**src/rtl/tow_referee.sv**
```systemverilog
// Tug-of-war referee: moves the rope marker one step per latched press, detects
// round wins, keeps saturating round scores and re-arms the latch stage via clr.
module tow_referee #(
  parameter int HALF    = 3,
  parameter int CLR_MIN = 2,
  parameter int SCORE_W = 4
) (
  input  logic                 clk,
  input  logic                 rst,
  input  logic                 push,
  input  logic                 tie,
  input  logic                 right,
  output logic                 clr,
  output logic [2*HALF:0]      leds,
  output logic                 win_left,
  output logic                 win_right,
  output logic [SCORE_W-1:0]   score_left,
  output logic [SCORE_W-1:0]   score_right
);

  localparam int PW = $clog2(HALF + 1) + 1;
  localparam int CW = $clog2(CLR_MIN + 1) + 1;
  localparam logic signed [PW-1:0] P_MAX = PW'(HALF);
  localparam logic signed [PW-1:0] P_MIN = -P_MAX;

  typedef enum logic [1:0] {IDLE, DECIDE, RELEASE, WIN} state_t;

  state_t                   state_reg;
  logic signed [PW-1:0]     pos_reg;
  logic signed [PW-1:0]     pos_next;
  logic [CW-1:0]            cnt_reg;
  logic                     ack_reg;
  logic                     clr_reg;
  logic                     win_left_reg;
  logic                     win_right_reg;
  logic [SCORE_W-1:0]       score_left_reg;
  logic [SCORE_W-1:0]       score_right_reg;

  always_comb begin
    pos_next = pos_reg;
    if (!tie) begin
      if (right) pos_next = pos_reg + PW'(1);
      else       pos_next = pos_reg - PW'(1);
    end
  end

  // pos is always within -HALF..+HALF, so exactly one LED matches
  generate
    for (genvar gi = 0; gi <= 2*HALF; gi++) begin : g_led
      localparam logic signed [PW-1:0] LED_POS = PW'(gi - HALF);
      assign leds[gi] = (pos_reg == LED_POS);
    end
  endgenerate

  always_ff @(posedge clk) begin
    if (rst) begin
      state_reg       <= IDLE;
      pos_reg         <= '0;
      cnt_reg         <= '0;
      ack_reg         <= 1'b0;
      clr_reg         <= 1'b0;
      win_left_reg    <= 1'b0;
      win_right_reg   <= 1'b0;
      score_left_reg  <= '0;
      score_right_reg <= '0;
    end else begin
      case (state_reg)
        IDLE: begin
          if (push) state_reg <= DECIDE;
        end
        DECIDE: begin
          pos_reg <= pos_next;
          cnt_reg <= CW'(1);
          ack_reg <= 1'b0;
          clr_reg <= 1'b1;
          if (pos_next == P_MAX) begin
            state_reg     <= WIN;
            win_right_reg <= 1'b1;
            if (score_right_reg != '1) score_right_reg <= score_right_reg + 1'b1;
          end else if (pos_next == P_MIN) begin
            state_reg    <= WIN;
            win_left_reg <= 1'b1;
            if (score_left_reg != '1) score_left_reg <= score_left_reg + 1'b1;
          end else begin
            state_reg <= RELEASE;
          end
        end
        RELEASE: begin
          // cnt_reg counts clr-high cycles completed, including the current one
          if (cnt_reg >= CW'(CLR_MIN) && !push) begin
            state_reg <= IDLE;
            clr_reg   <= 1'b0;
          end else if (cnt_reg < CW'(CLR_MIN)) begin
            cnt_reg <= cnt_reg + 1'b1;
          end
        end
        WIN: begin
          if (push) begin
            ack_reg <= 1'b1;
          end else if (ack_reg) begin
            state_reg     <= IDLE;
            pos_reg       <= '0;
            clr_reg       <= 1'b0;
            win_left_reg  <= 1'b0;
            win_right_reg <= 1'b0;
          end
        end
        default: state_reg <= IDLE;
      endcase
    end
  end

  assign clr         = clr_reg;
  assign win_left    = win_left_reg;
  assign win_right   = win_right_reg;
  assign score_left  = score_left_reg;
  assign score_right = score_right_reg;

endmodule

```
**config.mk**
```make
export PLATFORM = sky130hd
export DESIGN_NAME = tow_referee
export DESIGN_NICKNAME = d
export VERILOG_FILES = /design/src/rtl/tow_referee.sv
export SDC_FILE = /design/constraint.sdc
export NUM_CORES = 1
export LEC_CHECK = 0
export BUFFER_PORTS_ARGS = -buffer_cell sky130_fd_sc_hd__buf_2
export CORE_MARGIN = 5
export CORE_UTILIZATION = 55
export DETAILED_ROUTE_END_ITERATION = 10
export GPL_TIMING_DRIVEN = 0
export PLACE_DENSITY = 0.78
export SETUP_SLACK_MARGIN = 0.3
export SYNTH_ARGS = -nofsm -noshare
export SYNTH_HDL_FRONTEND = slang
export SYNTH_SLANG_ARGS = --single-unit
```
**constraint.sdc**
```tcl
create_clock -name clk -period 3.15 [get_ports clk]
set_input_delay 0 -clock clk [delete_from_list [all_inputs] [get_ports clk]]
set_output_delay 0 -clock clk [all_outputs]
set_load 0.1 [all_outputs]
```
==> results of run 1 <==
## timing repair
action / 4_1_cts / 5_1_grt
hold endpoints to repair: 1 / 0
endpoints found under the setup margin: 0 / 0
hold buffers: 1 / 0
## critical path, delay by kind of cell (launching register included)
kind            cells  cell delay [ns]
fa+ha+maj           1             0.32
buf+inv             2             0.29
flops               1             0.37
mux                 1             0.32
xor+xnor            1             0.20
compound gates      1             0.45
simple gates        1             0.32
## path summary, 6_finish.rpt
check,startpoint,to
min reg2reg,clr$_SDFFE_PP0P_,clr$_SDFFE_PP0P_
max,pos_reg[0]$_SDFFE_PP0P_,score_right[0]$_SDFFE_PP0P_
max reg2reg,pos_reg[0]$_SDFFE_PP0P_,score_right[0]$_SDFFE_PP0P_
min,rst,score_right[1]$_SDFFE_PP0P_
## layout make-up
| type | instances | area (um2) | area share |
|---|---|---|---|
| multi-input cells | 113 | 888.4 | 0.5680 |
| flip-flops and latches | 20 | 400.4 | 0.2560 |
| repair buffers | 22 | 115.1 | 0.07360 |
| plain buffers | 6 | 40.04 | 0.02560 |
| well taps | 30 | 37.54 | 0.02400 |
| clock inverters | 1 | 30.03 | 0.01920 |
| inverters | 8 | 30.03 | 0.01920 |
| clock buffers | 3 | 22.52 | 0.01440 |
## layer usage
| layer | track usage | share of wire | vias to the layer above |
|---|---|---|---|
| met2 | 0.3164 | 0.51 | 27 |
| met3 | 0.04536 | 0.054 | 2 |
| met5 | 0 | 0 | - |
| li1 | - | - | 578 |
| met4 | 0.02215 | 0.0044 | 0 |
| met1 | 0.1894 | 0.43 | 527 |
## logic make-up after synthesis
| logic type | synth area share |
|---|---|
| AOI/OAI and AO/OA | 0.1593 |
| xor gates and xnor gates | 0.01934 |
| adders and majority gates | 0.1289 |
| buffers and inverters | 0.05155 |
| DFF | 0.2947 |
| muxes | 0.08011 |
| and+or+nand+nor | 0.2661 |
## through the flow
| stage | util | setup slack (ns) | hold WS [ns] |
|---|---|---|---|
| after floorplan | - | 0.9031 | 0.1662 |
| after global placement | 0.6231 | 0.8235 | 0.2990 |
| after detailed placement | 0.6231 | 0.7635 | 0.3181 |
| after CTS | 0.6490 | 0.7510 | 0.08999 |
| after global routing | 0.6490 | 0.6518 | 0.1098 |
| final | 0.6490 | 0.7921 | 0.08865 |
## power by group through the flow
stage,clock (mW),combinational [mW],sequential [mW]
2_1_floorplan,0,0.453,0.434
3_3_place_gp,0,0.630,0.344
3_5_place_dp,0,0.653,0.349
4_1_cts,0.214,0.656,0.343
5_1_grt,0.227,0.705,0.353
6_report,0.210,0.654,0.343
## Yosys cell counts, drive strengths merged, types with 2 or more instances
| master | count | area, um2 |
|---|---|---|
| ha | 14 | 175.2 |
| nand2b | 7 | 43.79 |
| clkbuf | 2 | 8.750 |
| nand3 | 8 | 40.04 |
| o21bai | 2 | 15.01 |
| nand2 | 7 | 26.28 |
| and2b | 3 | 22.52 |
| and3 | 2 | 13.77 |
| o21a | 2 | 15.01 |
| xor2 | 2 | 17.52 |
| mux2i | 3 | 30.03 |
| o21ai | 3 | 18.77 |
| buf | 4 | 31.27 |
| inv | 8 | 30.03 |
| a211oi | 2 | 25.02 |
| a31oi | 3 | 18.77 |
| nor3 | 3 | 26.28 |
| nor2 | 15 | 56.30 |
| and2 | 2 | 12.51 |
| dfxtp | 20 | 400.4 |
| a22oi | 3 | 22.52 |
| nor2b | 6 | 37.54 |
| mux2 | 6 | 78.82 |
| a21oi | 3 | 15.01 |
| nor4 | 2 | 33.78 |
## placed cells by master (no fill, tap or decap), types with 3 or more instances in the layout
cell,netlist,routed
a21oi_1,3,3
nand3_1,8,8
a31oi_1,3,3
nor2_1,15,15
dfxtp_1,20,20
a22oi_1,3,3
and2b_1,3,3
nand2_1,7,7
inv_1,8,8
mux2i_1,3,3
buf_2,1,22
mux2_4,3,3
nor2b_1,6,6
nand2b_1,7,7
ha_1,14,14
clkbuf_4,0,3
==> impl_results.md, run 1 <==
- First-pass GRT wire length: 4.650 mm
- CP Cell Sequence: clkbuf_2 > inv_1 > ha_1 > xor2_1 > o21ai_2 > and3_2 > mux2_1
- Final min period: 2.358 ns
- HP Class: in2reg
- Asr flop ratio synth: 0
- RePlAce Congestion: 0.8270
- Post-Route WL: 2.701 mm
- P&R area growth vs syn: 15.10%
- Clk Latency, worst-skew pair: 0.31 ns
- GRT Total Usage: 0.1675
- Remaining antenna violation count after routing: 0
- Net Sw Frac: 0.4882
- Clock Path Buffers: 2
- Placed insts: 198
- Share of power burned in registers: 0.284
- Post-CTS Setup Repair Bufs: 0
- Worst Setup End Kind: flop
- Setup CP Type: reg2reg
- First-pass detailed-route iteration total: 6
- Internal power: 0.6178 mW
- Worst Path Max Fanout: 10
- Max IR drop VDD: 0.0005875 V
- Reg clk slew, reported paths: 0.12 ns
- Initial antenna violation count: 0
- TritonCTS buffer count: 3
- Syn Inst Count: 147
- Yosys warnings: 0
- Fmax: 0.4241 GHz
- Reg2reg path depth: 7
- Clock Tree Root: clkbuf_4
- Hold path depth: 3
- Primary FF master, synth: dfxtp_1
- Total gr overflow: 0
- Final setup viols: 0
- CTS tree: built
- Clock sinks: 20
- Clk pwr share: 0.174
- Synth Cell Area: 1359 um2
- Power density over the cells: 771.8 nW/um2
- Critical path's largest stage delay: 0.45 ns
- Yosys reg bits: 20
- RSZ-0062 raised after global routing: no
- Comb power frac: 0.542
- Placed Instance Area: 1501 um2
- Post-synth EDFFs: 0
- Mapped Nets: 166
- Nets@finish: 193
- Vias in the first global route: 1116
- DRC: 0
- Final std cell area, no fill: 1564 um2
- NetSw: 0.5893 mW
- Worst clock skew: 0.008323 ns
- Register area share after synthesis: 0.2947
- Die Area: 3565 um2
- Core Area: 2410 um2
- Hold Vio Cnt, Final: 0
- Worst slew margin: 0.6044
- Static Leakage: 0.7054 nW
- Dpl hpwl: 2.092 mm
- H-Tree Depth: 1
- DR vias: 1134
- Largest net degree at the start of global routing: 13
- Layout cells sized above 1: 0.2428
- Io pins: 23
- Status: finished clean
- Ant. Diodes: 0
- Setup_tns: 0 ns
- R2R Setup Slk: 0.79 ns
- FILL cells: 212
- Final Cycle Share: 0.7485
- Overall Power: 1.207 mW
- Post-CTS Resized: 0
- Die W: 59.71 um
- Syn_area_per_cell: 9.244 um2
- Routed len/inst: 13.31 um
- Die Y: 59.71 um
- Yosys cell types: 49
- Port bufs: 21
- Fin cells: 203
- Max-slew violations: 0
- DR vias/cell: 5.586
- Row count: 18
- Req. time, crit path: 3.36 ns
- Worst Path Arrival: 2.57 ns
- Critical path launch point type: flop
- Initial Utilization: 0.5639
- DRT iter0 DRCs: 34
- Max-cap check violation count: 0
- Slew @ Worst Pin: 0.5935 ns
- CP max-delay cell: o21ai_2
Note: power is estimated with default switching activity, not from simulation.
==> run 2, diff against run 1 <==
==> constraint.sdc (replaced) <==
create_clock -name clk -period 2.4 [get_ports clk]
set_input_delay 0 -clock clk [delete_from_list [all_inputs] [get_ports clk]]
set_output_delay 0 -clock clk [all_outputs]
set_load 0.1 [all_outputs]
==> impl_results.md, run 2 (synthesized netlist as in run 1, its figures left out) <==
- Status: finished clean
- GRT Total Usage: 0.1799 (+0.01239)
- Post-Route WL: 2.919 mm (+8.1%)
- DR vias/cell: 5.662 (+1.4%)
- Row count: 18 (unchanged)
- Overall Power: 1.625 mW (+35%)
- Req. time, crit path: 2.62 ns (-0.74 ns)
- RePlAce Congestion: 0.8060 (-2.5%)
- TritonCTS buffer count: 3 (unchanged)
- Routed len/inst: 14.10 um (+6.0%)
- Worst slack at placement: 0.2004 ns (-0.5631 ns)
- RSZ-0062 raised after global routing: no
- Final Cycle Share: 0.8549 (+0.1064)
- R2R Setup Slk: 0.35 ns (-0.44 ns)
- Worst Path Max Fanout: 8 (-2)
- Critical path's largest stage delay: 0.38 ns (-0.07 ns)
- H-Tree Depth: 1 (unchanged)
- Die W: 59.71 um (unchanged)
- Worst Setup End Kind: flop
- Critical path launch point type: flop
- Hold_ws: 0.05319 ns (-0.03546 ns)
- Setup CP Type: reg2reg
- HP Class: in2reg
- Clock Tree Root: clkbuf_4
- Remaining antenna violation count after routing: 0 (unchanged)
- CP Cell Sequence: ha_2 > ha_1 > nor3b_2 > a211oi_4 > buf_6 > nor4_4 > mux2_4
- Setup_tns: 0 ns (unchanged)
- DRT iter0 DRCs: 38 (+12%)
- Total gr overflow: 0 (unchanged)
- Max IR drop VDD: 0.0008730 V (+49%)
- Initial antenna violation count: 0 (unchanged)
- Clock sinks: 20 (unchanged)
- Initial Utilization: 0.5639 (unchanged)
- Top cell family by delay on the critical path: simple AND/OR/NAND/NOR gates
- Die Area: 3565 um2 (unchanged)
- Dpl hpwl: 2.103 mm (+0.52%)
- Die Y: 59.71 um (unchanged)
- Max-cap check violation count: 0 (unchanged)
- Final setup viols: 0 (unchanged)
- Hold Vio Cnt, Final: 0 (unchanged)
- Power density over the cells: 976.0 nW/um2 (+26%)
- CP max-delay cell: dfxtp_4
- DRC: 0 (unchanged)
- CTS tree: built
- Most common cell after layout, fill and taps aside: buf_2
- First-pass detailed-route iteration total: 4 (-2)
- Port bufs: 21 (unchanged)
- Placed insts: 198 (unchanged)
- Fmax: 0.4874 GHz (+15%)
- Clock Path Buffers: 2 (unchanged)
- Slew @ Worst Pin: 0.5249 ns (-0.06855 ns)
- DR vias: 1172 (+3.4%)
- Static Leakage: 0.7319 nW (+3.8%)
- First-pass GRT wire length: 4.961 mm (+6.7%)
- Final Worst Setup Slack: 0.3481 ns (-0.4440 ns)
- Worst clock skew: 0.005522 ns (-0.002802 ns)
- Reg clk slew, reported paths: 0.11 ns (about the same)
- Ant. Diodes: 0 (unchanged)
- Fin cells: 207 (+2.0%)
- Layout cells sized above 1: 0.3277 (+0.08491)
- Io pins: 23 (unchanged)
- Worst Path Arrival: 2.27 ns (-0.30 ns)
- Final min period: 2.052 ns (-0.3060 ns)
- Most frequent cells in the layout: buf_2 (22), nor2_1 (15), dfxtp_1 (15)
- Crit path buf inv count: 1 (-1)
- Max-slew violations: 0 (unchanged)
- Vias in the first global route: 1186 (+6.3%)
- Worst slew margin: 0.6501 (+0.04570)
- P&R area growth vs syn: 22.56%
- Nets@finish: 197 (+2.1%)
- Core Area: 2410 um2 (unchanged)
- Largest net degree at the start of global routing: 12 (-1)
- Clk Latency, worst-skew pair: 0.32 ns (about the same)
==> run 2: metrics by stage <==
step           cell area [um2]  utilization
2_1_floorplan             1369            -
4_1_cts                   1610       0.6682
3_5_place_dp              1511       0.6272
6_report                  1665       0.6911
5_1_grt                   1665       0.6911
3_3_place_gp              1511       0.6272
==> run 2: cell type report <==
type / instances / area, um2
Inverter: 8 / 30.03
Timing Repair Buffer: 26 / 157.7
Sequential cell: 20 / 411.6
Fill cell: 178 / 744.5
Clock buffer: 4 / 36.28
Multi-Input combinational cell: 113 / 949.7
Buffer: 6 / 42.54
Tap cell: 30 / 37.54
==> run 2: repair_timing <==
| item | in CTS | in global routing |
|---|---|---|
| hold buffers | 1 | 0 |
| endpoints found under the hold margin | 1 | 0 |
| resized for setup | 6 | 10 |
| endpoints found under the setup margin | 5 | 5 |
| buffers inserted | 3 | 1 |
| pin swaps | 3 | 3 |
==> run 2: final timing paths <==
| kind | from | to | cells after the start |
|---|---|---|---|
| setup / recovery | pos_reg[1]$_SDFFE_PP0P_ | score_left[2]$_SDFFE_PP0P_ | 7 |
| hold / removal | rst | score_left[1]$_SDFFE_PP0P_ | 3 |
| setup reg to reg | pos_reg[1]$_SDFFE_PP0P_ | score_left[2]$_SDFFE_PP0P_ | 7 |
| hold reg to reg | clr$_SDFFE_PP0P_ | clr$_SDFFE_PP0P_ | 2 |
==> run 2: power breakdown <==
part	total (mW)	internal, mW	leakage [nW]	switching [mW]
registers	0.456	0.395	0.165	0.0606
logic	0.967	0.318	0.545	0.649
clock network	0.202	0.0929	0.0210	0.109
==> run 2: worst reg2reg max path, cell delays in order (launching register included) <==
cell,delay [ns]
dfxtp_4,0.38
ha_2,0.19
ha_1,0.28
nor3b_2,0.25
a211oi_4,0.10
buf_6,0.16
nor4_4,0.28
mux2_4,0.32
==> run 2: routing by layer <==
layer / vias to the layer above / wire, um / global-route usage
met3: 9 / 144 / 0.04104
met4: 0 / 61 / 0.06646
met5: - / 0 / 0
li1: 579 / - / -
met2: 29 / 1526 / 0.3133
met1: 555 / 1187 / 0.2130
==> run 3, diff against run 2 <==
--- a/config.mk
+++ b/config.mk
@@ -5,12 +5,14 @@
 export SDC_FILE = /design/constraint.sdc
 export NUM_CORES = 1
 export LEC_CHECK = 0
+export ABC_CLOCK_PERIOD_IN_PS = 2400
 export BUFFER_PORTS_ARGS = -buffer_cell sky130_fd_sc_hd__buf_2
+export CAP_MARGIN = 10
 export CORE_MARGIN = 5
 export CORE_UTILIZATION = 55
 export DETAILED_ROUTE_END_ITERATION = 10
 export GPL_TIMING_DRIVEN = 0
-export PLACE_DENSITY = 0.78
+export PLACE_DENSITY = 0.83
 export SETUP_SLACK_MARGIN = 0.3
 export SYNTH_ARGS = -nofsm -noshare
 export SYNTH_HDL_FRONTEND = slang
==> impl_results.md, run 3 (synthesized netlist as in run 1, its figures left out) <==
- Hold path depth: 3 (unchanged)
- Reg2reg path depth: 7 (unchanged)
- Fin cells: 207 (unchanged)
- Number of hold buffers added after cts: 0 (-1)
- Die W: 59.71 um (unchanged)
- Hold Vio Cnt, Final: 0 (unchanged)
- Status: finished clean
- Clock sinks: 20 (unchanged)
- Critical path launch point type: flop
- Worst slew margin: 0.6229 (-0.02721)
- DRC: 0 (unchanged)
- Final min period: 2.003 ns (-0.04874 ns)
- RR Endpoint: score_left[2]$_SDFFE_PP0P_
- DR vias/cell: 5.599 (-1.1%)
- WL met2: 1.571 mm (+2.9%)
- Ant. Diodes: 0 (unchanged)
- M1 wire length: 1.174 mm (-1.1%)
- Initial Utilization: 0.5639 (unchanged)
- Hold path endpoint: ack_reg$_SDFFE_PP0P_
- Power density over the cells: 983.8 nW/um2 (+0.80%)
- R2R Setup Slk: 0.40 ns (+0.05 ns)
- DRT iter0 DRCs: 28 (-26%)
- CTS tree: built
- Clock Path Buffers: 2 (unchanged)
- RSZ-0062 raised after global routing: no
- Max-slew violations: 0 (unchanged)
- H-Tree Depth: 1 (unchanged)
- Most common cell after layout, fill and taps aside: buf_2
- Req. time, crit path: 2.60 ns (-0.02 ns)
- Largest net degree at the start of global routing: 12 (unchanged)
- Worst Path Arrival: 2.20 ns (-0.07 ns)
- Worst clock skew: 0.002229 ns (-0.003292 ns)
- CP Cell Sequence: ha_2 > ha_1 > nor3b_2 > a211oi_2 > buf_6 > nor4_4 > mux2_4
- Port bufs: 21 (unchanged)
- Final Cycle Share: 0.8346 (-0.02031)
- Reg clk slew, reported paths: 0.11 ns (about the same)
- Most frequent cells in the layout: buf_2 (22), nor2_1 (15), dfxtp_1 (15)
- Initial antenna violation count: 0 (unchanged)
- Total gr overflow: 0 (unchanged)
- Vias in the first global route: 1192 (+0.51%)
- Worst Setup End Kind: flop
- Clock Tree Root: clkbuf_4
- Dpl hpwl: 2.187 mm (+4.0%)
- P&R area growth vs syn: 22.65% (about the same)
- Worst Path Max Fanout: 6 (-2)
- First-pass GRT wire length: 5.168 mm (+4.2%)
- RePlAce Congestion: 0.8694 (+7.9%)
- Final setup viols: 0 (unchanged)
- Crit. Startpoint: pos_reg[1]$_SDFFE_PP0P_
- Worst R2R Start: pos_reg[1]$_SDFFE_PP0P_
- Top sig layer: met4
- GRT Total Usage: 0.1867 (+0.006845)
- Max-cap check violation count: 0 (unchanged)
- TritonCTS buffer count: 3 (unchanged)
- Met3 WL: 138 um (-4.2%)
- Routed len/inst: 14.24 um (+0.99%)
- Nets@finish: 197 (unchanged)
- HP Class: in2reg
- Io pins: 23 (unchanged)
- First-pass detailed-route iteration total: 4 (unchanged)
- Remaining antenna violation count after routing: 0 (unchanged)
- Placed insts: 198 (unchanged)
- CP max-delay cell: dfxtp_4
- Die Y: 59.71 um (unchanged)
- Setup_tns: 0 ns (unchanged)
- Clk Latency, worst-skew pair: 0.30 ns (-0.02 ns)
- Static Leakage: 0.7338 nW (+0.25%)
- Fmax: 0.4992 GHz (+2.4%)
- Row count: 18 (unchanged)
- Post-Route WL: 2.948 mm (+0.99%)
- Die Area: 3565 um2 (unchanged)
- Setup CP Type: reg2reg
- Slew @ Worst Pin: 0.5657 ns (+0.04081 ns)
- DR vias: 1159 (-1.1%)
- Core Area: 2410 um2 (unchanged)
- Critical path's largest stage delay: 0.38 ns (about the same)
- Hold path start: push
- Layout cells sized above 1: 0.3277 (unchanged)
- Max IR drop VDD: 0.0008521 V (-2.4%)
==> run 3: cell types whose count changed in the layout (fill, tap and decap cells not counted) <==
| cell | previous run | this run |
|---|---|---|
| a211oi_2 | 1 | 2 |
| dlygate4sd3_1 | 1 | 0 |
| xor2_2 | 1 | 0 |
| buf_6 | 2 | 3 |
| clkbuf_4 | 4 | 3 |
| o21bai_2 | 1 | 0 |
| o21bai_1 | 1 | 2 |
| xor2_4 | 0 | 1 |
| buf_4 | 3 | 4 |
| a211oi_4 | 1 | 0 |
==> run 3: per-stage QoR <==
step                  util  hold WS (ns)  instance area (um2)  worst slack, ns  power, mW
floorplan                -        0.1662                 1369           0.3123      1.172
global placement    0.6272        0.3135                 1511           0.2178      1.281
detailed placement  0.6272        0.3228                 1511           0.1769      1.323
CTS                 0.6641      0.003062                 1600           0.3057      1.577
global route        0.6916       0.05123                 1667           0.3034      1.749
finish              0.6916       0.01404                 1667           0.3969      1.640
==> run 3: area by class of cell <==
class / count / area, um2
Clock buffer: 4 / 36.28
Multi-Input combinational cell: 113 / 949.7
Inverter: 8 / 30.03
Timing Repair Buffer: 26 / 155.1
Buffer: 6 / 46.29
Tap cell: 30 / 37.54
Fill cell: 182 / 743.2
Sequential cell: 20 / 411.6
==> run 3: per-layer routing <==
| layer | up-vias | global-route usage |
|---|---|---|
| li1 | 578 | - |
| met1 | 544 | 0.2188 |
| met2 | 29 | 0.3333 |
| met3 | 8 | 0.02592 |
| met4 | 0 | 0.08228 |
| met5 | - | 0 |
==> run 3: worst max-delay path by stage <==
stage / endpoint / slack (ns) / cells past startpoint
2_1_floorplan: score_left[2]$_SDFFE_PP0P_ / 0.31 / 5
3_3_place_gp: score_right[0]$_SDFFE_PP0P_ / 0.22 / 7
3_5_place_dp: score_right[0]$_SDFFE_PP0P_ / 0.18 / 7
4_1_cts: score_left[3]$_SDFFE_PP0P_ / 0.31 / 7
5_1_grt: score_left[2]$_SDFFE_PP0P_ / 0.30 / 7
6_report: score_left[2]$_SDFFE_PP0P_ / 0.40 / 7
==> run 3: repair_timing <==
item / 4_1_cts / 5_1_grt
setup buffers: 3 / 2
pin swaps: 2 / 6
gates resized for setup: 8 / 9
gates cloned: 0 / 0
endpoints found under the setup margin: 6 / 6
==> run 3: worst max-delay path: cells and delay by family (launching register included) <==
family / cells / cell delay (ns)
adders and majority gates: 2 / 0.46
DFF: 1 / 0.38
and+or+nand+nor: 2 / 0.48
muxes: 1 / 0.32
AOI/OAI and AO/OA: 1 / 0.10
buffers and inverters: 1 / 0.17
==> run 3: power by group <==
part	internal [mW]	total (mW)	switching (mW)
registers	0.395	0.457	0.0617
clock network	0.0925	0.198	0.106
logic	0.332	0.984	0.653
